## src/rtl/ro_puf_pkg.sv

```systemverilog
// rtl/ro_puf_pkg.sv - shared types, sizes and pair-select helper for the RO PUF
package ro_puf_pkg;

    localparam int NUM_RO = 16;
    localparam int RESP_W = 8;

    typedef enum logic [1:0] {
        IDLE  = 2'd0,
        COUNT = 2'd1,
        DONE  = 2'd2
    } state_t;

    // Returns {index_a, index_b}: adjacent pair when c=0, cross-half pair when c=1.
    function automatic logic [7:0] pair_sel(input int k, input logic c);
        logic [3:0] a;
        logic [3:0] b;
        if (c) begin
            a = 4'(k);
            b = 4'(k + RESP_W);
        end else begin
            a = 4'(2 * k);
            b = 4'(2 * k + 1);
        end
        return {a, b};
    endfunction

endpackage

```

## src/rtl/ro_model.sv

```systemverilog
// rtl/ro_model.sv - one emulated ring oscillator: divider, toggle and saturating edge counter
module ro_model #(
    parameter int N     = 3,
    parameter int CNT_W = 7
) (
    input  logic             clk,
    input  logic             rst,
    input  logic             clr,
    input  logic             run,
    output logic [CNT_W-1:0] count
);

    localparam int DIV_W = $clog2(N + 1);

    logic [DIV_W-1:0] div;
    logic             ro;

    always_ff @(posedge clk or negedge rst) begin
        if (!rst) begin
            div   <= '0;
            ro    <= 1'b0;
            count <= '0;
        end else if (clr) begin
            div   <= '0;
            ro    <= 1'b0;
            count <= '0;
        end else if (run) begin
            if (div == DIV_W'(N - 1)) begin
                div <= '0;
                ro  <= ~ro;
                // The wrap that drives ro from 0 to 1 is the rising edge being counted.
                if (!ro && count != {CNT_W{1'b1}}) begin
                    count <= count + 1'b1;
                end
            end else begin
                div <= div + 1'b1;
            end
        end
    end

endmodule

```

## src/rtl/ring_oscillator_puf.sv

```systemverilog
// rtl/ring_oscillator_puf.sv - 16-RO PUF: measurement FSM, pair compare and response register
module ring_oscillator_puf
    import ro_puf_pkg::*;
#(
    parameter int n0  = 3,
    parameter int n1  = 3,
    parameter int n2  = 2,
    parameter int n3  = 3,
    parameter int n4  = 8,
    parameter int n5  = 3,
    parameter int n6  = 3,
    parameter int n7  = 5,
    parameter int n8  = 8,
    parameter int n9  = 2,
    parameter int n10 = 4,
    parameter int n11 = 3,
    parameter int n12 = 6,
    parameter int n13 = 7,
    parameter int n14 = 5,
    parameter int n15 = 5,
    parameter int WINDOW     = 64,
    parameter int READY_HOLD = 4
) (
    input  logic              clk,
    input  logic              rst,
    input  logic              en,
    input  logic [RESP_W-1:0] chall_in,
    output logic [RESP_W-1:0] response,
    output logic              ready
);

    localparam int CNT_W  = $clog2(WINDOW + 1);
    localparam int HOLD_W = $clog2(READY_HOLD + 1);
    localparam int N_ARR [NUM_RO] = '{n0, n1, n2, n3, n4, n5, n6, n7,
                                      n8, n9, n10, n11, n12, n13, n14, n15};

    state_t            state;
    logic [CNT_W-1:0]  win_cnt;
    logic [HOLD_W-1:0] hold_cnt;
    logic [CNT_W-1:0]  cnt [NUM_RO];
    logic [RESP_W-1:0] resp_next;
    logic [7:0]        sel;
    logic              clr;
    logic              run;

    assign clr = (state == IDLE) && en;
    // win_cnt reaching WINDOW marks the extra COUNT cycle used to sample settled counts.
    assign run = (state == COUNT) && (win_cnt < CNT_W'(WINDOW));

    for (genvar i = 0; i < NUM_RO; i++) begin : g_ro
        ro_model #(
            .N     (N_ARR[i]),
            .CNT_W (CNT_W)
        ) u_ro (
            .clk   (clk),
            .rst   (rst),
            .clr   (clr),
            .run   (run),
            .count (cnt[i])
        );
    end

    always_comb begin
        resp_next = '0;
        sel       = '0;
        for (int k = 0; k < RESP_W; k++) begin
            sel          = pair_sel(k, chall_in[k]);
            resp_next[k] = cnt[sel[7:4]] > cnt[sel[3:0]];
        end
    end

    always_ff @(posedge clk or negedge rst) begin
        if (!rst) begin
            state    <= IDLE;
            win_cnt  <= '0;
            hold_cnt <= '0;
            response <= '0;
            ready    <= 1'b0;
        end else if (!en) begin
            state    <= IDLE;
            win_cnt  <= '0;
            hold_cnt <= '0;
            ready    <= 1'b0;
        end else begin
            case (state)
                IDLE: begin
                    state   <= COUNT;
                    win_cnt <= '0;
                end
                COUNT: begin
                    if (win_cnt == CNT_W'(WINDOW)) begin
                        state    <= DONE;
                        response <= resp_next;
                        ready    <= 1'b1;
                        hold_cnt <= '0;
                    end else begin
                        win_cnt <= win_cnt + 1'b1;
                    end
                end
                DONE: begin
                    if (hold_cnt == HOLD_W'(READY_HOLD - 1)) begin
                        state <= IDLE;
                        ready <= 1'b0;
                    end else begin
                        hold_cnt <= hold_cnt + 1'b1;
                    end
                end
                default: begin
                    state <= IDLE;
                    ready <= 1'b0;
                end
            endcase
        end
    end

endmodule

```

## config.mk

```make
export PLATFORM = sky130hd
export DESIGN_NAME = ring_oscillator_puf
export DESIGN_NICKNAME = d
export VERILOG_FILES = /design/src/rtl/ro_puf_pkg.sv /design/src/rtl/ro_model.sv /design/src/rtl/ring_oscillator_puf.sv
export SDC_FILE = /design/constraint.sdc
export NUM_CORES = 1
export LEC_CHECK = 0
export CAP_MARGIN = 20
export CORE_UTILIZATION = 50
export CTS_CLUSTER_SIZE = 24
export DETAILED_ROUTE_END_ITERATION = 7
export HOLD_SLACK_MARGIN = 0.05
export PLACE_DENSITY_LB_ADDON = 0.2
export REMOVE_ABC_BUFFERS = 1
export SLEW_MARGIN = 20
export SYNTH_ARGS = -nofsm -noshare
export SYNTH_HDL_FRONTEND = slang
export SYNTH_SLANG_ARGS = --single-unit
```

## constraint.sdc

```tcl
create_clock -name clk -period 6.5 [get_ports clk]
set_input_delay 1.625 -clock clk [delete_from_list [all_inputs] [get_ports clk]]
set_output_delay 1.625 -clock clk [all_outputs]
set_load 0.02 [all_outputs]
```

==> flow_summary.json <==
{
  "outcome": "finished, final reports clean",
  "portBuffers": 19,
  "start_util": 0.512,
  "path_buf_inv": 1,
  "synth.distinct_cells": 64,
  "start_kind": "input pin",
  "wirelength_um": 28500,
  "rows": 56,
  "drt-wirelength-per-cell_um": 17.8,
  "setup_viol": 0,
  "clock_latency_ps": 440,
  "drive_gt1_frac": 0.0859,
  "clk_path_buf_depth": 2,
  "wl_met3_um": 915,
  "async_reset_ff_frac": 1.00,
  "fp.dieW_um": 157,
  "tightest_slew_ps": 1050,
  "p_leak_nw": 5.80,
  "crit_slowest_cell": "clkdlybuf4s50_1",
  "crit_arrival_ps": 4490,
  "synth_edf_count": 0,
  "ant_nets": 0,
  "synth_warnings": 0,
  "pre_cts_slack_ps": 1910,
  "synth_flop_cell": "dfrtp_1",
  "syn_area_per_cell_um2": 9.37,
  "grt_overflow": 0,
  "htreeDepth": 4,
  "grt_pass1_wl_um": 47100,
  "nFillCells": 2128,
  "clkSinkCount": 191,
  "nNetsFinal": 1363,
  "regArea_um2": 4780,
  "core_area_um2": 23500,
  "cts_tree": "yes",
  "wl_met1_um": 13600,
  "route.met2.wl_um": 13500,
  "maxCapViolCount": 0,
  "hold_class": "flip-flop to flip-flop",
  "drtIter0Drc": 719,
  "cts_root_buf": "clkbuf_16",
  "drc": 0,
  "clk_pin_slew_worst_paths_ps": 70,
  "yosys_register_bits": 191,
  "top_layer": "met4",
  "hold_viol": 0,
  "critPathMaxStageDelay_ps": 860,
  "worst_slack_ps": 2340,
  "globalRouteTotalUtil": 0.242,
  "antenna_cells": 0,
  "vias_per_cell": 6.07,
  "max_freq_ghz": 0.240,
  "powerDensity_nw_per_um2": 267,
  "fin_crit_ps": 4160,
  "slew_violations": 0,
  "grt_max_degree": 100,
  "synth_area_um2": 12100,
  "yosysSeqAreaShare": 0.397,
  "vias": 9710,
  "post-route-period-util": 0.640,
  "critical_path_required_ps": 6830,
  "path_delay_family": "buffers and inverters",
  "multi_input_area_um2": 6890,
  "ctsHoldBuffers": 0,
  "chipHeight_um": 157,
  "synth_cells": 1286,
  "boundaryPins": 20,
  "skew_ps": 12.9,
  "post-route-util": 0.554,
  "slew_headroom": 0.295,
  "dp_hpwl_um": 19600,
  "cts_setup_buffers": 0,
  "hold_ws_ps": 465,
  "crit_path_cell_trace": "clkdlybuf4s50_1 > or3b_2 > a221oi_2 > o21ai_0 > mux2_2",
  "grt_pass1_vias": 9276,
  "dr.pass1.iters": 5,
  "antenna_found_initial": 0,
  "numCtsBuffers": 17,
  "die_area_um2": 24700,
  "rsz0062_at_grt": "no",
  "syn_to_final_growth_pct": 8.23,
  "end_kind": "flip-flop",
  "crit_type": "input pin to flip-flop",
  "ir_worst_vdd_mv": 0.200,
  "place.gp.congestion": 0.856,
  "finalSetupTns_ps": 0,
  "crit_fanout": 34,
  "cts_resized": 0
}
cell families (layout without fill, tap and decap cells):
logic type / count (synthesis) / count (layout) / synth area share
and+or+nand+nor: 456 / 456 / 0.199
muxes: 116 / 116 / 0.102
DFF: 191 / 191 / 0.397
AOI/OAI and AO/OA: 323 / 323 / 0.171
xor gates and xnor gates: 14 / 14 / 0.0102
adders and majority gates: 85 / 85 / 0.0883
buffers and inverters: 101 / 95 / 0.0327
state kept, by name (all words and copies together) (netlist names):
| name | flops |
|---|---|
| g_ro.u_ro.count | 112 |
| g_ro.u_ro.div | 42 |
| g_ro.u_ro.ro | 16 |
| response | 8 |
| win_cnt | 7 |
| hold_cnt | 3 |
| state | 2 |
| ready | 1 |
path summary, 6_finish.rpt:
| kind | startpoint | slack [ps] | cells past startpoint | to |
|---|---|---|---|---|
| min in group asynchronous | rst | 1260 | 1 | g_ro[0].u_ro.count[4]$_DFFE_PN0P_ |
| worst min register to register | g_ro[4].u_ro.div[3]$_DFFE_PN0P_ | 460 | 1 | g_ro[4].u_ro.div[3]$_DFFE_PN0P_ |
| max in group asynchronous | rst | 4050 | 2 | g_ro[15].u_ro.div[0]$_DFFE_PN0P_ |
| worst max-delay path | en | 2340 | 5 | g_ro[13].u_ro.count[0]$_DFFE_PN0P_ |
| worst max register to register | state[0]$_DFFE_PN0P_ | 3540 | 5 | g_ro[0].u_ro.count[5]$_DFFE_PN0P_ |
| worst min-delay path | g_ro[4].u_ro.div[3]$_DFFE_PN0P_ | 460 | 1 | g_ro[4].u_ro.div[3]$_DFFE_PN0P_ |
through the flow:
step | instances | power, mW | instance area (µm²)
3_3_place_gp | 1567 | 2.41 | 12500
2_1_floorplan | 1221 | 2.17 | 11800
3_5_place_dp | 1567 | 2.44 | 12500
4_1_cts | 1599 | 3.51 | 13000
5_1_grt | 1599 | 3.71 | 13000
6_report | 1599 | 3.49 | 13000
layout by cell type, fill, tap and decap left out, types with 9 or more instances in the layout:
cell,n
or3_1,13
o21a_1,15
a21oi_1,104
nor2_1,77
o31ai_1,25
nand4_1,16
and3_1,30
inv_1,36
a21o_1,13
ha_1,85
clkdlybuf4s50_1,18
nand3_1,67
nor4_1,9
o21ai_0,65
mux2_2,53
dfrtp_1,191
nand2_1,113
o211ai_1,12
clkbuf_16,17
nand2b_1,12
mux2i_1,63
nor3_1,29
a31oi_1,17
or4_1,19
nand3b_1,20
a211oi_1,16
final cells by class:
class                      count  area share
inverter                      36      0.0104
timing repair buffer          27      0.0195
clock buffer                  18      0.0337
sequential                   191       0.366
clock inverter                14      0.0112
tap                          319      0.0306
multi-input combinational    994       0.528
synth_stat cells (14+ instances only):
library cell	number	area (µm²)
nor3_1	29	145
a21oi_1	104	521
a211oi_1	16	120
inv_1	36	135
and3_1	30	188
mux2i_1	63	631
nand2_1	113	424
nand3_1	67	335
o31ai_1	25	188
dfrtp_1	191	4780
ha_1	85	1060
buf_1	14	52.6
a31oi_1	17	106
or4_1	19	143
mux2_2	53	597
clkbuf_1	49	184
nand3b_1	20	150
o21ai_0	65	325
nor2_1	77	289
o21a_1	15	113
nand4_1	16	100
per-layer routing:
metal | up-vias | global-route usage
met4 | 0 | 0.0744
met3 | 27 | 0.0281
met1 | 4731 | 0.325
li1 | 4782 | -
met2 | 170 | 0.407
met5 | - | 0
report_power, final:
part	internal, mW	switching [mW]	leakage, nW	total, mW
registers	1.36	0.250	2.55	1.61
clock network	0.555	0.512	0.288	1.07
logic	0.374	0.436	2.97	0.810
total	2.29	1.20	5.80	3.49
No activity file was read; power rests on OpenSTA's default activity.
